[config.mk]
export PLATFORM = sky130hd
export DESIGN_NAME = regfile_sb
export DESIGN_NICKNAME = d
export VERILOG_FILES = /design/src/rtl/regfile_sb.sv
export SDC_FILE = /design/constraint.sdc
export NUM_CORES = 2
export LEC_CHECK = 0
export BUFFER_PORTS_ARGS = -buffer_cell sky130_fd_sc_hd__buf_2
export CORE_UTILIZATION = 45
export DETAILED_ROUTE_END_ITERATION = 7
export GPL_ROUTABILITY_DRIVEN = 0
export SLEW_MARGIN = 10
export SYNTH_ARGS = -nofsm -noshare
export SYNTH_HDL_FRONTEND = slang
export SYNTH_SLANG_ARGS = --single-unit
[constraint.sdc]
create_clock -name clk -period 36.7 [get_ports clk]
set_input_delay 5.505 -clock clk [delete_from_list [all_inputs] [get_ports clk]]
set_output_delay 5.505 -clock clk [all_outputs]
set_load 0.05 [all_outputs]
[src/rtl/regfile_sb.sv]
// Multi-port register file with write-through bypass and a per-register
// outstanding-write counter that supplies per-port busy flags to hazard logic.
module regfile_sb #(
   parameter int DW       = 32,
   parameter int AW       = 5,
   parameter int NRD      = 2,
   parameter int NWR      = 1,
   parameter int CNT_W    = 2,
   parameter int ZERO_REG = 1
) (
   input  logic                clk,
   input  logic                reset,
   input  logic [NRD*AW-1:0]   ra_i,
   output logic [NRD*DW-1:0]   rd_o,
   output logic [NRD-1:0]      rbusy_o,
   input  logic [NWR-1:0]      we_i,
   input  logic [NWR*AW-1:0]   wa_i,
   input  logic [NWR*DW-1:0]   wd_i,
   input  logic                iss_valid_i,
   input  logic [AW-1:0]       iss_addr_i,
   output logic                iss_ready_o,
   output logic                err_o
);

   localparam int NREG = 2**AW;
   // Wide enough for count + issue and for up to NWR decrements
   localparam int SW   = CNT_W + 2;
   localparam logic [CNT_W-1:0] CNT_MAX = '1;

   logic [DW-1:0]    mem_q [NREG];
   logic [DW-1:0]    mem_d [NREG];
   logic [CNT_W-1:0] cnt_q [NREG];
   logic [CNT_W-1:0] cnt_d [NREG];
   logic             err_q;
   logic             err_d;

   logic [NWR-1:0]   wen_s;
   logic [AW-1:0]    wa_s  [NWR];
   logic [DW-1:0]    wd_s  [NWR];
   logic [AW-1:0]    ra_s  [NRD];
   logic [DW-1:0]    rdat_s[NRD];
   logic [SW-1:0]    rhit_s[NRD];
   logic             iss_hit_s;
   logic             iss_fire_s;
   logic [SW-1:0]    sum_s [NREG];
   logic [SW-1:0]    dec_s [NREG];

   function automatic logic is_zero(input logic [AW-1:0] a);
      return (ZERO_REG != 0) && (a == '0);
   endfunction

   // Writes to the hardwired zero register are dropped here, so they never
   // reach storage, bypass or the counters.
   always_comb begin
      for (int j = 0; j < NWR; j++) begin
         wa_s[j]  = wa_i[j*AW +: AW];
         wd_s[j]  = wd_i[j*DW +: DW];
         wen_s[j] = we_i[j] && !is_zero(wa_s[j]);
      end
   end

   always_comb begin
      rd_o    = '0;
      rbusy_o = '0;
      for (int i = 0; i < NRD; i++) begin
         ra_s[i]   = ra_i[i*AW +: AW];
         rdat_s[i] = mem_q[ra_s[i]];
         rhit_s[i] = '0;
         for (int j = 0; j < NWR; j++) begin
            if (wen_s[j] && (wa_s[j] == ra_s[i])) begin
               rdat_s[i] = wd_s[j];
               rhit_s[i] = rhit_s[i] + SW'(1);
            end
         end
         if (is_zero(ra_s[i])) begin
            rdat_s[i] = '0;
         end
         rd_o[i*DW +: DW] = rdat_s[i];
         rbusy_o[i]       = SW'(cnt_q[ra_s[i]]) > rhit_s[i];
      end
   end

   // A saturated counter can still accept an issue when a writeback frees a slot
   always_comb begin
      iss_hit_s = 1'b0;
      for (int j = 0; j < NWR; j++) begin
         if (wen_s[j] && (wa_s[j] == iss_addr_i)) begin
            iss_hit_s = 1'b1;
         end
      end
      iss_ready_o = is_zero(iss_addr_i) || iss_hit_s || (cnt_q[iss_addr_i] != CNT_MAX);
      iss_fire_s  = iss_valid_i && iss_ready_o && !is_zero(iss_addr_i);
   end

   always_comb begin
      err_d = err_q;
      for (int r = 0; r < NREG; r++) begin
         sum_s[r] = SW'(cnt_q[r]) + SW'(iss_fire_s && (iss_addr_i == AW'(r)));
         dec_s[r] = '0;
         for (int j = 0; j < NWR; j++) begin
            if (wen_s[j] && (wa_s[j] == AW'(r))) begin
               dec_s[r] = dec_s[r] + SW'(1);
            end
         end
         if (dec_s[r] > sum_s[r]) begin
            cnt_d[r] = '0;
            err_d    = 1'b1;
         end else begin
            cnt_d[r] = CNT_W'(sum_s[r] - dec_s[r]);
         end
      end
   end

   // Ascending port order lets the highest-numbered writer win
   always_comb begin
      for (int r = 0; r < NREG; r++) begin
         mem_d[r] = mem_q[r];
      end
      for (int j = 0; j < NWR; j++) begin
         if (wen_s[j]) begin
            mem_d[wa_s[j]] = wd_s[j];
         end
      end
   end

   always_ff @(posedge clk or posedge reset) begin
      if (reset) begin
         for (int r = 0; r < NREG; r++) begin
            mem_q[r] <= '0;
            cnt_q[r] <= '0;
         end
         err_q <= 1'b0;
      end else begin
         for (int r = 0; r < NREG; r++) begin
            mem_q[r] <= mem_d[r];
            cnt_q[r] <= cnt_d[r];
         end
         err_q <= err_d;
      end
   end

   assign err_o = err_q;

endmodule

==> key figures <==
STA
  – Setup tns final: 0 ns
  – Slew margin rel.: 22.5%
  – Final min period: 16.55 ns
  – Slew @ Worst Pin: 1.16 ns
  – Skew final: 0.0191 ns
  – RSZ-0062 raised after global routing: no
  – Fin. Hold Viols: 0
  – Max Fclk: 0.0604 GHz
  – Final slew viol count: 0
  – Period Utilization, post-route: 45.1%
  – Final Setup Violations: 0

Synth
  – Flip-flop and latch count after synthesis: about 1.1k
  – Synth Area in XOR/XNOR: 0.655%
  – Number of flops mapped to enable cells by yosys: 0
  – Post-synth cell types: 69
  – Synth warnings: 0
  – Async S/R FF share, synth: 100%
  – Compound-cell area share of the yosys netlist: 4.57%
  – Largest family of logic cells by synthesized area: multiplexers
  – Netlist Area Pre-Place: 0.0629 mm2
  – Register area share after synthesis: 43.3%
  – Synth top area share: 43.3%
  – Predominant post-synthesis flop cell: dfrtp_1
  – Largest cells by area after synthesis: dfrtp_1, mux4_2, mux2_2
  – Multiplexer share of the synthesized area: 36.0%
  – Post-synthesis area per instance: 12.7 um2
  – Post-Synth Simple-Gate Area: ~7.4%
  – Dominant cell type by area after synthesis: dfrtp_1
  – Adder and majority cell fraction of the synthesized area: about 3.2%
  – Gate Count Post-Synth: 4952

GRT
  – Gr busiest metal: met2
  – Vias in the first global route: 43.6k
  – GRT overflow: 0
  – Pin count of the biggest net entering global routing: between 150 and 200
  – Met2 Usage GRT: 47.5%
  – Initial antenna violation count: 12
  – All-Layer GR Usage: 30.3%
  – First-pass GRT wire length: 311000 um
  – Met3 Use GR: 6.77%
  – M1 GR Usage: 40.6%

Clock tree
  – Clock Tree Buf Depth: 3
  – Clk root buf: clkbuf_16
  – Resized cells post-CTS: 0
  – CTS Buf Count: 117
  – Setup Buffers After CTS: 0
  – Post-cts hold buffer count: 0
  – CTS tree: built
  – H-tree lvl count: 3
  – Clock tree sinks: 1089
  – Later-pin clock latency in the skew report: 0.74 ns
  – CTS clock-pin slew for the worst setup and hold paths: 0.06 ns

Worst setup path
  – Slowest CP cell: buf_4
  – Startpoint Class: primary input
  – Required time worst endpoint: just over 30 ns
  – Worst R2R Start: cnt_q[45]
  – R2R Setup Slk: 32.88 ns
  – Crit path kind: primary input to output pin
  – Crit. End Element: output pin
  – CP max FO: 53
  – Critical Path, Cell by Cell: buf_8, buf_4, buf_4, buf_4, buf_4, mux4_2, mux4_2, a221oi_1, nor2_1, buf_2
  – WP data arrival: 11.05 ns
  – Crit path top cell by count: buf_4
  – Worst path max stage delay: 0.89 ns
  – CP Launch Point: ra_i[0]

Cells and area
  – Filler Cell Count: 11.9k
  – P&R area growth vs syn: 8.86%
  – Share of layout cells above drive strength 1: 36.3%
  – Fin nets: 5035

Min path
  – Worst Hold Class: flop to flop
  – Beginning of the worst hold path: mem_q[1019]

Die
  – Floorplan core area: roughly 0.14 mm2
  – Die area: 0.141 mm2
  – Std cell rows: between 100 and 150
  – Die height: 376 um
  – Horiz. Die Dim: 376 um
  – # IOs: roughly 120
  – Starting Density: 45.6%

Power and ir drop
  – Power after layout: 0.00372 W
  – Maximum vdd drop: 0.0000487 V
  – Leakage: 30.5 nW
  – PwrDens: around 54 mW/mm2

Status
  – Outcome: finished, final reports clean

Route
  – Vias per cell: 6.34
  – Antenna-violating nets left: 0
  – Iter 0 DRT Violations: 4615
  – First drt pass iteration count: 7
  – DR WL/cell: 31.1 um
  – Final WL: 211000 um
  – DRC: 0
  – DR vias: 43.0k

Placed design
  – Post-DP HPWL: 115000 um
  – IO buf count: 123

Flow run
  – Maximum Capacitance Violations: 0
sequential cells by signal, summed over array words and instances (netlist names):
| name | flops |
|---|---|
| err_o | 1 |
| cnt_q | 64 |
| mem_q | 1024 |
area by class of cell:
cell class                      count  area [um2]  area share (%)
Clock buffer                      159        3300            4.82
Clock inverter                     62         714            1.04
Antenna cell                        4        10.0          0.0146
Tap cell                         1863        2330            3.41
Multi-Input combinational cell   3250       32900            48.0
Timing Repair Buffer              223        1460            2.13
Inverter                          136         523           0.764
Sequential cell                  1089       27300            39.8
final timing paths:
path	endpoint	cells after the start
worst max-delay path	rd_o[20]	10
worst min-delay path	mem_q[1019]	0
worst max register to register	err_o	14
worst min register to register	mem_q[1019]	0
max in group asynchronous	mem_q[107]	6
min in group asynchronous	cnt_q[23]	2
cells in the mapped netlist, drive strengths merged (9+ instances only):
cell type and instances:
a211oi 33, a21oi 59, a221o 30, a221oi 64, a22o 9, a22oi 31
a31oi 16, a32oi 10, and2 11, buf 223, clkbuf 255, dfrtp 1089
ha 162, inv 134, mux2 808, mux2i 223, mux4 502, nand2 720
nand2b 32, nand3 33, nor2 181, nor2b 39, nor3 14, nor3b 22
o21ai 99, o22ai 26, o31ai 10, or3 9, xnor2 36, xor2 11
through the flow:
step / std cells / instance area, um2 / worst slack [ns] / hold WS (ns) / util, %
after detailed placement: 6561 / 64400 / 20.19 / 0.383 / 46.7
after global routing: 6783 / 68400 / 19.80 / 0.404 / 49.6
final: 6786 / 68400 / 20.15 / 0.391 / 49.6
after global placement: 6561 / 64400 / 20.27 / 0.378 / 46.7
after CTS: 6782 / 68400 / 20.19 / 0.396 / 49.6
after floorplan: 4953 / 62900 / 0.536 / 0.441 / -
per-layer routing:
| layer | routed length, um | vias up |
|---|---|---|
| met2 | 97900 | 1996 |
| met4 | 9520 | 4 |
| met5 | 32 | - |
| li1 | - | 17900 |
| met1 | 84600 | 22700 |
| met3 | 19200 | 486 |
critical path, delay by kind of cell:
kind / cells / cell delay [ns]
muxes: 2 / 1.08
and+or+nand+nor: 1 / 0.10
buffers and inverters: 6 / 3.65
AOI/OAI and AO/OA: 1 / 0.46
where the power goes:
part	internal (W)	total [W]	switching, W
registers	0.00143	0.00161	0.000179
logic	0.000452	0.000867	0.000414
clock network	0.000711	0.00124	0.000531
total	0.00259	0.00372	0.00112
layout by cell type (no fill, tap or decap), drive strengths merged, types with 9 or more instances in the layout:
cell type / instances
a32oi: 10
o22ai: 26
mux4: 502
a221o: 30
a21oi: 59
a22o: 9
a211oi: 33
a221oi: 64
nor2b: 39
nand2: 720
bufinv: 11
ha: 162
clkbuf: 159
xor2: 11
clkinv: 35
o31ai: 10
and2: 11
clkinvlp: 11
dfrtp: 1089
a31oi: 16
nand3: 33
nor2: 181
nor3b: 22
nand2b: 32
inv: 141
xnor2: 36
mux2: 808
buf: 223
o21ai: 99
a22oi: 31
mux2i: 223
nor3: 14
or3: 9
kinds of logic (layout without fill, tap and decap cells):
group,Yosys count,after routing
AOI/OAI and AO/OA,412,412
xor gates and xnor gates,47,47
adders and majority gates,162,162
buffers and inverters,614,580
DFF,1089,1089
muxes,1533,1533
other,2,7
and+or+nand+nor,1093,1093
Note: power is estimated with default switching activity, not from simulation.
